===== src/rtl/bram_sp_arbiter.sv =====
// bram_sp_arbiter
// Two-requester controller for one synchronous single-port block RAM.
// After reset it can sweep every RAM word to CLEAR_VALUE. It then grants one
// access per clock, round-robin, using valid/ready handshakes. Read data comes
// back to the requester that issued the read, two clocks after acceptance.

module bram_sp_arbiter #(
    parameter int                    DATA_WIDTH     = 32,
    parameter int                    ADDR_WIDTH     = 4,
    parameter bit                    CLEAR_ON_RESET = 1'b1,
    parameter logic [DATA_WIDTH-1:0] CLEAR_VALUE    = '0
) (
    input  logic                  clk,
    input  logic                  rst,

    input  logic                  a_req_valid,
    output logic                  a_req_ready,
    input  logic                  a_req_wr,
    input  logic [ADDR_WIDTH-1:0] a_req_addr,
    input  logic [DATA_WIDTH-1:0] a_req_data,
    output logic                  a_rsp_valid,
    output logic [DATA_WIDTH-1:0] a_rsp_data,

    input  logic                  b_req_valid,
    output logic                  b_req_ready,
    input  logic                  b_req_wr,
    input  logic [ADDR_WIDTH-1:0] b_req_addr,
    input  logic [DATA_WIDTH-1:0] b_req_data,
    output logic                  b_rsp_valid,
    output logic [DATA_WIDTH-1:0] b_rsp_data,

    output logic                  mem_wr,
    output logic [ADDR_WIDTH-1:0] mem_addr,
    output logic [DATA_WIDTH-1:0] mem_din,
    input  logic [DATA_WIDTH-1:0] mem_dout,

    output logic                  busy
);

    localparam int DEPTH = 2 ** ADDR_WIDTH;

    // The counter is one bit wider than the address so that the terminal
    // count cannot be confused with a wrapped counter.
    localparam logic [ADDR_WIDTH:0] LAST_ADDR = (ADDR_WIDTH + 1)'(DEPTH - 1);

    typedef enum logic [0:0] {
        ST_CLEAR,
        ST_ARB
    } state_t;

    state_t                state;
    logic [ADDR_WIDTH:0]   clear_cnt;

    // Round-robin preference: 0 = A preferred, 1 = B preferred.
    logic                  rr_b;

    // One-stage read tag that follows an accepted read while the RAM works.
    logic                  tag_valid;
    logic                  tag_port;

    logic                  grant_a;
    logic                  grant_b;
    logic [ADDR_WIDTH-1:0] last_addr;

    // Grant decision: a lone requester wins; under contention the rr pointer decides.
    always_comb begin
        grant_a = 1'b0;
        grant_b = 1'b0;
        if (!rst && state == ST_ARB) begin
            if (a_req_valid && b_req_valid) begin
                grant_a = ~rr_b;
                grant_b = rr_b;
            end else begin
                grant_a = a_req_valid;
                grant_b = b_req_valid;
            end
        end
    end

    assign a_req_ready = grant_a;
    assign b_req_ready = grant_b;

    // RAM port mux: the clear sweep, else the granted requester, else idle.
    // An idle address holds its last value.
    always_comb begin
        mem_wr   = 1'b0;
        mem_addr = last_addr;
        mem_din  = '0;
        if (!rst && state == ST_CLEAR) begin
            mem_wr   = 1'b1;
            mem_addr = clear_cnt[ADDR_WIDTH-1:0];
            mem_din  = CLEAR_VALUE;
        end else if (grant_a) begin
            mem_wr   = a_req_wr;
            mem_addr = a_req_addr;
            mem_din  = a_req_data;
        end else if (grant_b) begin
            mem_wr   = b_req_wr;
            mem_addr = b_req_addr;
            mem_din  = b_req_data;
        end
    end

    // Remember the last driven RAM address so that it stays stable on idle cycles.
    always_ff @(posedge clk) begin
        if (rst) begin
            last_addr <= '0;
        end else begin
            last_addr <= mem_addr;
        end
    end

    // Sequencing: run the clear sweep once after reset, then stay in arbitration.
    always_ff @(posedge clk) begin
        if (rst) begin
            state     <= CLEAR_ON_RESET ? ST_CLEAR : ST_ARB;
            clear_cnt <= '0;
            busy      <= CLEAR_ON_RESET;
        end else begin
            case (state)
                ST_CLEAR: begin
                    clear_cnt <= clear_cnt + 1'b1;
                    if (clear_cnt == LAST_ADDR) begin
                        state <= ST_ARB;
                        busy  <= 1'b0;
                    end
                end
                ST_ARB: begin
                    state <= ST_ARB;
                end
                default: begin
                    state <= ST_ARB;
                    busy  <= 1'b0;
                end
            endcase
        end
    end

    // Round-robin update: only a contended cycle moves the pointer, to the loser.
    always_ff @(posedge clk) begin
        if (rst) begin
            rr_b <= 1'b0;
        end else if (state == ST_ARB && a_req_valid && b_req_valid) begin
            rr_b <= grant_a;
        end
    end

    // Tag every accepted read with its port while the RAM produces the data.
    always_ff @(posedge clk) begin
        if (rst) begin
            tag_valid <= 1'b0;
            tag_port  <= 1'b0;
        end else begin
            tag_valid <= (grant_a & ~a_req_wr) | (grant_b & ~b_req_wr);
            tag_port  <= grant_b;
        end
    end

    // Return read data to the tagged port as a one-cycle pulse.
    // Each port's data holds its value between pulses.
    always_ff @(posedge clk) begin
        if (rst) begin
            a_rsp_valid <= 1'b0;
            a_rsp_data  <= '0;
            b_rsp_valid <= 1'b0;
            b_rsp_data  <= '0;
        end else begin
            a_rsp_valid <= tag_valid & ~tag_port;
            b_rsp_valid <= tag_valid & tag_port;
            if (tag_valid && !tag_port) begin
                a_rsp_data <= mem_dout;
            end
            if (tag_valid && tag_port) begin
                b_rsp_data <= mem_dout;
            end
        end
    end

endmodule

===== config.mk =====
export PLATFORM = sky130hd
export DESIGN_NAME = bram_sp_arbiter
export DESIGN_NICKNAME = d
export VERILOG_FILES = /design/src/rtl/bram_sp_arbiter.sv
export SDC_FILE = /design/constraint.sdc
export NUM_CORES = 1
export LEC_CHECK = 0
export BUFFER_PORTS_ARGS = -buffer_cell sky130_fd_sc_hd__buf_4
export CAP_MARGIN = 20
export CORE_ASPECT_RATIO = 0.6
export CORE_MARGIN = 8
export CORE_UTILIZATION = 30
export CTS_CLUSTER_SIZE = 14
export DETAILED_ROUTE_END_ITERATION = 8
export GPL_TIMING_DRIVEN = 0
export PLACE_DENSITY = 0.62
export SLEW_MARGIN = 20
export SYNTH_ARGS = -nofsm -noshare
export SYNTH_HDL_FRONTEND = slang
export SYNTH_SLANG_ARGS = --single-unit

===== constraint.sdc =====
create_clock -name clk -period 1.9 [get_ports clk]
set_input_delay 0.285 -clock clk [delete_from_list [all_inputs] [get_ports clk]]
set_output_delay 0.285 -clock clk [all_outputs]
set_load 0.005 [all_outputs]

# Word-level counts from Yosys, hierarchy flattened
# Index checks and enable logic that the tools add are counted.
# classes
n_bitwise	10
eq_ne	1
n_reduce_logical	10
n_mux	15
add_sub_neg	1
# op_table
cell	n
32-bit 2-to-1 mux	3
4-bit 2-to-1 mux	3
1-bit 2-to-1 mux	8
1-bit logical AND	7
5-bit by 1-bit adder with 5-bit output (second input constant)	1
5-bit by 4-bit == test with 1-bit output (second input constant)	1
1-bit NOT	5
1-bit AND	4
1-bit logical NOT	2
1-bit one-hot mux with 2 select lines	1
2-bit AND reduction	1
1-bit bitwise OR	1
# totals
out_inout_bits	106
elab_cells	48
regBits	80

# Depth between registers and ports, before layout
# Gate-level depths: netlist of run 1.
# depth
ltp_word	6
depth_mapped	6

# Worst setup path after synthesis of run 1
# OpenSTA, ideal clock, no wires.
# synth_path
kind	register to output
from	reg state
to	out mem_din[22]
path_stages_with_launch	6
path_slack_ns	0.517
t_arrival_ns	1.098
required_time_ns	1.615
path_cell_list	dfxtp_1 and2b_1 nand3_2 inv_2 buf_2 a22o_1
# synth_via
elab_chain_cells	5
# synth_lines
item	line	source
start: declaration	51	state_t state;
start signal: assignment	116	state <= CLEAR_ON_RESET ? ST_CLEAR : ST_ARB;
1-bit logical AND	69	if (!rst && state == ST_ARB) begin
1-bit 2-to-1 mux	69	
via b_req_ready	25	output logic b_req_ready,
32-bit 2-to-1 mux	97	end else if (grant_b) begin
32-bit 2-to-1 mux	93	end else if (grant_a) begin
32-bit 2-to-1 mux	89	if (!rst && state == ST_CLEAR) begin
end: declaration	34	output logic [DATA_WIDTH-1:0] mem_din,
# The timed path passes the listed nets, and every way through them passes these cells.

# Worst setup path after layout of run 1
# layout_path
from	reg rr_b
to	out mem_din[5]
# layout_via
elab_chain_cells	5
# layout_lines
item	line	source
start: declaration	55	logic rr_b;
start signal: assignment	144	rr_b <= grant_a;
1-bit 2-to-1 mux / 1-bit NOT (equally long branches)	70, 71	
1-bit 2-to-1 mux (on tied branches)	69, 70	
32-bit 2-to-1 mux / 1-bit 2-to-1 mux (equally long branches)	97, 69	
32-bit 2-to-1 mux *	93	
32-bit 2-to-1 mux *	89	
# Mark *: on every way between the ends. The rest lies on a longest branch, timed or not.

==> results of run 1 <==
[flip-flops by register name, summed over array words and instances (netlist names)]
signal / flops
a_rsp_data: 32
b_rsp_data: 32
clear_cnt: 5
last_addr: 4
a_rsp_valid: 1
b_rsp_valid: 1
busy: 1
rr_b: 1
state: 1
tag_port: 1
tag_valid: 1
[cell usage after synthesis, drive strengths merged]
cell type / number
nand4b: 1
a21o: 1
nor2: 13
a221o: 1
nand3: 2
o21ai: 8
ha: 2
and2b: 1
nor2b: 6
nand2b: 4
and2: 1
a21oi: 73
dfxtp: 80
mux2i: 1
o32ai: 1
and3: 1
buf: 21
clkbuf: 11
nand2: 137
xnor2: 1
o31ai: 4
inv: 3
xor2: 3
a21bo: 1
a22o: 32
[kinds of logic (layout without fill, tap and decap cells)]
| group | after synthesis | count (layout) |
|---|---|---|
| flip-flops | 80 | 80 |
| XOR/XNOR | 4 | 4 |
| multiplexers | 1 | 1 |
| adder cells (fa/ha/maj) | 2 | 2 |
| buffers and inverters | 35 | 269 |
| AND/OR/NAND/NOR | 166 | 166 |
| AO/OA/AOI/OAI | 121 | 121 |
[worst register-to-register path: stages (launching register included)]
cell     delay (ns)
dfxtp_1        0.35
ha_1           0.22
and3_1         0.20
ha_1           0.28
nor2_1         0.04
a21oi_1        0.12
nor2_1         0.05
[per-stage QoR]
step	utilization	power (mW)
2_1_floorplan	-	1.788
3_3_place_gp	0.4773	2.005
3_5_place_dp	0.4773	2.012
4_1_cts	0.5130	3.983
5_1_grt	0.5179	4.100
6_report	0.5179	3.955
[area by class of cell]
cell class,instances,area (sq um),area share
Buffer,32,195.2,0.03545
Clock buffer,10,229.0,0.04158
Clock inverter,6,116.4,0.02113
Inverter,3,16.27,0.002954
Multi-Input combinational cell,294,1529,0.2777
Sequential cell,80,1607,0.2918
Tap cell,139,173.9,0.03158
Timing Repair Buffer,218,1640,0.2979
[power groups by stage]
stage | sequential [mW] | clock [mW] | combinational (mW)
floorplan | 1.73 | 0 | 0.0591
global placement | 1.73 | 0 | 0.274
detailed placement | 1.73 | 0 | 0.281
CTS | 1.69 | 2.01 | 0.283
global route | 1.69 | 2.10 | 0.305
finish | 1.69 | 1.98 | 0.285
[what timing repair did]
item / in CTS / in global routing
pin swaps: 0 / 2
resized for setup: 11 / 9
setup endpoints to repair: 38 / 32
buffers inserted: 0 / 3
[per-layer routing]
layer | global-route usage | share of wire
met1 | 0.2301 | 0.45
met2 | 0.2847 | 0.45
met3 | 0.06605 | 0.088
met5 | 0 | 0
met4 | 0.03028 | 0.0072
[how the worst min path moves through the flow]
stage,endpoint,cells past startpoint
4_1_cts,tag_valid$_SDFF_PP0_,2
6_report,tag_valid$_SDFF_PP0_,2
3_5_place_dp,b_rsp_data[25]$_SDFFE_PP0P_,2
3_3_place_gp,busy$_SDFFE_PP1P_,1
5_1_grt,tag_valid$_SDFF_PP0_,2
2_1_floorplan,tag_valid$_SDFF_PP0_,1
==> out/qor.yml, run 1 <==
outcome: "completed"
intPower_mw: 3.150
syn_inst: 409
synth_area_sq_um: 3287
worstRegToRegCells: 6
syn_nets: 521
cts_max_level: 3
fmax_mhz: 528.5
nets: 750
vias: 3686
first_pass_iters: 4
synth_cell_type_count: 30
min-delay-start: "b_req_wr"
maxCapViolCount: 0
n_antenna_cell: 0
skew_ns: 0.007664
drt.antenna.violating_nets: 0
final_cell_mix: "217 x buf_4, 137 x nand2_1, 78 x dfxtp_1"
fin_crit_ns: 1.892
synth.mux.area_fraction: 0.003045
fill_cells: 1050
synthAdderAreaFrac: 0.007613
start_util: 0.3092
path_class: "flip-flop to output port"
avgSynthCellArea_sq_um: 8.036
wl_per_cell_um: 17.50
holdWs_ns: 0.1635
slowest_stage: "dfxtp_2"
die_h_um: 97.08
dp_hpwl_mm: 11.22
fin_area_sq_um: 5507
die_w_um: 151.1
cts_sinks: 80
clk_latency_ns: 0.33
cp.arrival_ns: 1.61
cts_tree: "built"
grt_first_pass_wirelength_mm: 20.85
cp_top_family: "buffers and inverters"
route.detailed.drc: 0
path_depth: 6
place_area_sq_um: 5075
die_area_sq_um: 14670
ctsHoldBuffers: 0
synth-compound-area-share: 0.2288
globalplace.congestion: 0.8283
clk_pin_slew_worst_paths_ns: 0.06
startpoint: "rr_b$_SDFFE_PP0P_"
setup_violations: 0
seqPwrFrac: 0.428
ys_warn_count: 0
cp_max_fo: 10
worst_slack_ns: 0.007723
layoutNonFillerInstCount: 782
crit_chain: "a21bo_1, buf_6, nor2_8, buf_6, a22o_1, buf_4"
slew_headroom: 0.5885
switching_share: 0.2035
rsz0062_at_grt: "true"
tns_ns: 0
rows: 29
drv_slew: 0
p_comb_frac: 0.072
cp-start-kind: "flip-flop"
port_buffers: 215
synth_top_family_by_area: "compound AO/OA/AOI/OAI gates"
dp.cells: 763
via_per_inst: 4.714
synth_area_leaders: "dfxtp_1 49%, nand2_1 16%, a21oi_1 11%"
clock-root-buffer: "clkbuf_16"
synth_top_cell_area_share: 0.4872
grt_max_degree: 15
slowest_delay_ns: 0.33
critical_path_required_ns: 1.62
layout_commonest_cell: "buf_4"
timing.rr.end: "clear_cnt[4]$_SDFFE_PP0N_"
synth-seq-cells: 80
antenna_found_initial: 0
io_pins: 216
hold_class: "input port to flip-flop"
hold_viol: 0
grt_pass1_vias: 3700
area_growth_pct: 67.53
end_kind: "output port"
worst_pin_slew_ns: 0.6173
r2r_slack_ns: 0.52
worstSetupEndpoint: "mem_din[5]"
vdd_ir_drop_max_v: 0.0004051
drive_gt1_frac: 0.4012
cts_buffer_depth: 2
r2r-start: "clear_cnt[0]$_SDFFE_PP0N_"
worst-path-buf-inv: 3
seq_area_frac_synth: 0.4872
grt_overflow_total: 0
core_area_sq_um: 10630
synth_xor_area_frac: 0.01066
fin_crit_sh: 0.9959
p_switching_mw: 0.8050
drtIter0Drc: 148
track_usage: 0.1794
synth_largest_area_cell: "dfxtp_1"
cts_made_buffers: 9
clockPowerShare: 0.500
leakage_nw: 2.450
dp_slack_ns: 0.08505
synth-simple-area-share: 0.2086
routed_wl_mm: 13.69
critPathMostFrequentCell: "buf_6"
power_density_nw_per_um2: 718.2
Note: power is estimated with default switching activity, not from simulation.
==> inputs of run 2 (changes only) <==
==> constraint.sdc (replaced) <==
create_clock -name clk -period 1.9 [get_ports clk]
set_input_delay 0.38 -clock clk [delete_from_list [all_inputs] [get_ports clk]]
set_output_delay 0.38 -clock clk [all_outputs]
set_load 0.005 [all_outputs]
==> run 2 against run 1 <==
  * The run now ends with setup timing left
  * Worst hold slack better by 0.095 ns
  * Utilization increased by 0.059 points
  * Largest cell class unchanged
  * Via count rose by 0.41%
  * Critical path type unchanged
  * Sequential power about the same
==> out/qor.yml, run 2 (same netlist as run 1, synthesis figures left out) <==
skew_ns: 0.005893
cp_max_fo: 10
rsz0062_at_grt: "true"
port_buffers: 215
n_antenna_cell: 0
die_w_um: 151.1
die_area_sq_um: 14670
nets: 753
cp.arrival_ns: 1.61
maxCapViolCount: 0
track_usage: 0.1818
grt_first_pass_wirelength_mm: 21.16
grt_pass1_vias: 3754
clock-root-buffer: "clkbuf_16"
slowest_delay_ns: 0.32
cts_made_buffers: 9
start_util: 0.3092
core_area_sq_um: 10630
vdd_ir_drop_max_v: 0.0004053
grt_overflow_total: 0
io_pins: 216
hold_class: "input port to flip-flop"
routed_wl_mm: 13.79
crit_chain: "a21bo_1, buf_6, nor2_8, buf_6, a22o_1, buf_4"
route.detailed.drc: 0
critical_path_required_ns: 1.52
cts_max_level: 3
slew_headroom: 0.6218
wl_per_cell_um: 17.57
layout_commonest_cell: "buf_4"
vias: 3701
die_h_um: 97.08
drt.antenna.violating_nets: 0
slowest_stage: "dfxtp_2"
fmax_mhz: 502.6
grt_max_degree: 15
drv_slew: 0
worst_pin_slew_ns: 0.5674
worst_slack_ns: -0.08965
cp_top_family: "buffers and inverters"
fin_crit_sh: 1.047
fin_crit_ns: 1.990
ctsHoldBuffers: 0
area_growth_pct: 67.72
end_kind: "output port"
via_per_inst: 4.715
dp.cells: 763
path_class: "flip-flop to output port"
first_pass_iters: 4
clk_pin_slew_worst_paths_ns: 0.06
globalplace.congestion: 0.8283
cts_sinks: 80
layoutNonFillerInstCount: 785
setup_violations: 34
critPathMostFrequentCell: "buf_6"
holdWs_ns: 0.2582
drtIter0Drc: 146
antenna_found_initial: 0
final_cell_mix: "219 x buf_4, 137 x nand2_1, 78 x dfxtp_1"
cp-start-kind: "flip-flop"
leakage_nw: 2.465
clk_latency_ns: 0.33
drive_gt1_frac: 0.4056
fin_util: 0.5185
hold_viol: 0
worst-path-buf-inv: 3
cts_tree: "built"
violations: "setup timing"
reg_top3: "a_rsp_data: 32 flops, b_rsp_data: 32 flops, clear_cnt: 5 flops"
power_density_nw_per_um2: 717.2
cts_buffer_depth: 2
outcome: "complete, but fails checks"
dp_hpwl_mm: 11.22
rows: 29
run 2: changes by cell type in the layout (fill, tap and decap cells not counted), sizes merged:
cell | previous run | this run
buf | 238 | 242
clkbuf | 22 | 21
run 2: final cells by class:
type | instances | area (sq um)
Buffer | 32 | 186.4
Clock buffer | 10 | 229.0
Clock inverter | 6 | 116.4
Fill cell | 1042 | 5119
Inverter | 3 | 16.27
Multi-Input combinational cell | 294 | 1524
Sequential cell | 80 | 1607
Tap cell | 139 | 173.9
Timing Repair Buffer | 221 | 1660
run 2: per-stage QoR:
step	instance area (sq um)	total power, mW	setup slack, ns	setup TNS (ns)
floorplan	3287	1.788	0.3761	0
global placement	5075	2.005	-0.05162	-0.2153
detailed placement	5075	2.012	-0.08129	-0.6247
CTS	5512	3.985	-0.08540	-1.346
global route	5513	4.102	-0.1477	-4.073
finish	5513	3.954	-0.08965	-1.267
run 2: repair_timing:
| item | CTS | global route |
|---|---|---|
| gates resized for setup | 17 | 2 |
| pin swaps | 10 | 1 |
| cloned | 2 | 0 |
| setup endpoints to repair | 39 | 37 |
| setup buffers | 4 | 0 |
run 2: worst register-to-register path, cell delays in order, from the launching register on:
cell and delay (ns):
dfxtp_1 0.35, ha_1 0.22, and3_1 0.20, ha_1 0.28, nor2_1 0.04, a21oi_1 0.13
nor2_1 0.05
run 2: worst paths after layout:
path | start | end | slack (ns) | cells past startpoint
hold / removal | b_req_wr | tag_valid$_SDFF_PP0_ | 0.26 | 2
setup / recovery | rr_b$_SDFFE_PP0P_ | mem_din[5] | -0.09 | 6
hold reg to reg | a_rsp_data[16]$_SDFFE_PP0P_ | a_rsp_data[16]$_SDFFE_PP0P_ | 0.45 | 2
setup reg to reg | clear_cnt[0]$_SDFFE_PP0N_ | clear_cnt[4]$_SDFFE_PP0N_ | 0.52 | 6
run 2: per-layer routing:
metal  GRT usage  wire, um
met1      0.2345      6186
met5           0         0
met3     0.06558      1278
met2      0.2874      6217
met4     0.03179       108
run 2: report_power, final:
group	leakage (nW)	total, mW	switching, mW	internal (mW)
sequential	0.646	1.69	0.00772	1.68
combinational	1.65	0.286	0.114	0.172
clock	0.167	1.98	0.682	1.29
total	2.46	3.95	0.803	3.15
==> inputs of run 3 (changes only) <==
--- a/config.mk
+++ b/config.mk
@@ -5,8 +5,8 @@
 export SDC_FILE = /design/constraint.sdc
 export NUM_CORES = 1
 export LEC_CHECK = 0
+export ABC_AREA = 1
 export BUFFER_PORTS_ARGS = -buffer_cell sky130_fd_sc_hd__buf_4
-export CAP_MARGIN = 20
 export CORE_ASPECT_RATIO = 0.6
 export CORE_MARGIN = 8
 export CORE_UTILIZATION = 30
==> run 3 against run 2 <==
  * The flow still finishes with violations (setup timing)
  * Synthesized cell count increased by 4.6%
  * Count of clock-buffer cells in the layout rose by 1
  * Global-route usage shrank 0.92 points
  * Combinational power about the same
  * Worst hold slack worse by 0.0022 ns
  * Maximum frequency grew 0.44%
  * Setup slack gained 0.0086 ns
  * Final cell count up 3.1%
  * Sequential power hardly changed
  * Final area is 0.50% higher
  * Clock skew is 0.0021 ns higher
==> out/qor.yml, run 3 <==
hold_viol: 0
core_area_sq_um: 10670
cts_made_buffers: 9
grt_overflow_total: 0
drive_gt1_frac: 0.3970
setup_violations: 36
synth_cell_type_count: 25
grt_max_degree: 14
drt.antenna.violating_nets: 0
synthAdderAreaFrac: 0.007547
via_per_inst: 4.686
start_util: 0.3108
synth_area_sq_um: 3316
async_reset_ff_frac: 0
synth_top_cell_area_share: 0.4830
clk_pin_slew_worst_paths_ns: 0.05
ys_warn_count: 0
outcome: "complete, but fails checks"
worstSetupEndpoint: "mem_din[23]"
crit_chain: "inv_4, nor2_4, buf_6, nand3_4, clkinv_4, buf_6, a22o_1, buf_4"
drv_slew: 0
synth_top_family_by_area: "simple AND/OR/NAND/NOR gates"
worstRegToRegCells: 6
maxCapViolCount: 0
layout_commonest_cell: "buf_4"
die_area_sq_um: 14780
yosys-top-cells-count: "136 x nor2_1, 80 x dfxtp_1, 66 x o21ai_0"
fmax_mhz: 504.8
synth.most_common_cell: "nor2_1"
synth_largest_area_cell: "dfxtp_1"
syn_nets: 540
synth_area_leaders: "dfxtp_1 48%, nor2_1 15%, o21ai_0 10%"
critPathMostFrequentCell: "buf_6"
grt_pass1_vias: 3760
rows: 29
synthFlopType: "dfxtp_1"
avgSynthCellArea_sq_um: 7.747
total_power_mw: 3.588
violations: "setup timing"
fin_crit_ns: 1.981
synth-seq-cells: 80
cts_max_level: 3
die_h_um: 97.44
critical_path_required_ns: 1.52
r2r-start: "tag_valid$_SDFF_PP0_"
nets: 778
synth-simple-area-share: 0.2317
end_kind: "output port"
track_usage: 0.1727
vias: 3791
path_class: "flip-flop to output port"
slowest_stage: "dfxtp_4"
power_density_nw_per_um2: 647.6
grt_first_pass_wirelength_mm: 20.40
drtIter0Drc: 183
skew_ns: 0.007961
synth_xor_area_frac: 0
cp-start-kind: "flip-flop"
multi_input_area_sq_um: 1488
seq_area_frac_synth: 0.4830
seq_area_sq_um: 1605
fill_cells: 1053
layoutNonFillerInstCount: 809
r2r_slack_ns: 0.41
die_w_um: 151.7
ctsHoldBuffers: 0
clock-root-buffer: "clkbuf_16"
n_antenna_cell: 0
worst_slack_ns: -0.08103
wl_per_cell_um: 16.64
reg_top3: "a_rsp_data: 32 flops, b_rsp_data: 32 flops, clear_cnt: 5 flops"
fin_crit_sh: 1.043
cp_max_fo: 6
antenna_found_initial: 0
clk_latency_ns: 0.33
leakage_nw: 2.715
routed_wl_mm: 13.46
slew_headroom: 0.6508
synth.mux.area_fraction: 0
globalplace.congestion: 0.8457
worst_pin_slew_ns: 0.5239
synth-edff-count: 0
cts_tree: "built"
cp.arrival_ns: 1.60
dp.cells: 782
synth-compound-area-share: 0.2004
area_growth_pct: 67.09
port_buffers: 215
vdd_ir_drop_max_v: 0.0005156
cts_buffer_depth: 2
slowest_delay_ns: 0.35
rsz0062_at_grt: "true"
dp_hpwl_mm: 10.96
min_path_cells: 2
final_cell_mix: "218 x buf_4, 135 x nor2_1, 79 x dfxtp_1"
syn_inst: 428
hold_class: "input port to flip-flop"
startpoint: "state$_SDFF_PP0_"
io_pins: 216
first_pass_iters: 4
cts_sinks: 80
route.detailed.drc: 0
timing.rr.end: "a_rsp_data[16]$_SDFFE_PP0P_"
## run 3: changes by cell type after synthesis, sizes merged, moves of 5 or more
cell | previous run | this run
clkbuf | 11 | 19
buf | 21 | 8
nor2 | 13 | 137
nand2 | 137 | 27
nand3 | 2 | 7
o21ai | 8 | 66
nor3 | 0 | 5
inv | 3 | 24
nand4 | 0 | 8
a21oi | 73 | 7
nor2b | 6 | 0
## run 3: per-stage QoR
| stage | area [sq um] | util | hold slack [ns] | setup WS (ns) | TNS (ns) |
|---|---|---|---|---|---|
| after floorplan | 3316 | - | 0.4516 | 0.4107 | 0 |
| after global placement | 5104 | 0.4784 | 0.4656 | -0.01112 | -0.01112 |
| after detailed placement | 5104 | 0.4784 | 0.4738 | -0.02081 | -0.02256 |
| after CTS | 5523 | 0.5177 | 0.2481 | -0.09784 | -2.101 |
| after global routing | 5540 | 0.5194 | 0.2583 | -0.1550 | -4.721 |
| final | 5540 | 0.5194 | 0.2560 | -0.08103 | -1.432 |
## run 3: logic make-up (layout without fill, tap and decap cells)
family	Yosys count	count (layout)
buf+inv	52	294
compound gates	108	108
simple gates	186	186
flops	80	80
fa+ha+maj	2	2
## run 3: layout make-up
type                       instances  area share
timing repair inverter             1   0.0009033
multi-input combinational        296      0.2685
sequential                        80      0.2897
buffer                            27     0.02800
inverter                          25     0.01874
timing repair buffer             226      0.3117
clock inverter                     4    0.005420
tap                              139     0.03139
clock buffer                      11     0.04562
## run 3: timing repair
item | CTS | global route
gates resized for setup | 19 | 4
setup endpoints to repair | 39 | 37
setup buffers | 8 | 0
cloned | 4 | 0
pin swaps | 25 | 3
## run 3: worst max-delay path: cells and delay by family, from the launching register on
kind / cells / cell delay [ns]
buffers and inverters: 5 / 0.53
and+or+nand+nor: 2 / 0.23
DFF: 1 / 0.35
AOI/OAI and AO/OA: 1 / 0.16
## run 3: worst min path at each step
stage                                 from                          end
2_1_floorplan    clear_cnt[4]$_SDFFE_PP0N_    clear_cnt[4]$_SDFFE_PP0N_
3_3_place_gp    b_rsp_data[9]$_SDFFE_PP0P_   b_rsp_data[9]$_SDFFE_PP0P_
3_5_place_dp   b_rsp_data[13]$_SDFFE_PP0P_  b_rsp_data[13]$_SDFFE_PP0P_
4_1_cts                           b_req_wr         tag_valid$_SDFF_PP0_
5_1_grt                           b_req_wr         tag_valid$_SDFF_PP0_
6_report                          b_req_wr         tag_valid$_SDFF_PP0_
## run 3: where the power goes
part / internal, mW / switching (mW) / total (mW)
combinational: 0.173 / 0.114 / 0.287
sequential: 1.68 / 0.00688 / 1.69
clock: 0.950 / 0.659 / 1.61
## run 3: metal layers
metal  wire length [um]  part of all wire  global-route usage  vias to the layer above
met3               1373              0.10             0.06744                       11
met1               5654              0.42              0.2097                     1740
met4                100            0.0074             0.03973                        0
met5                  0                 0                   0                        -
met2               6332              0.47              0.2805                      136
li1                   -                 -                   -                     1904
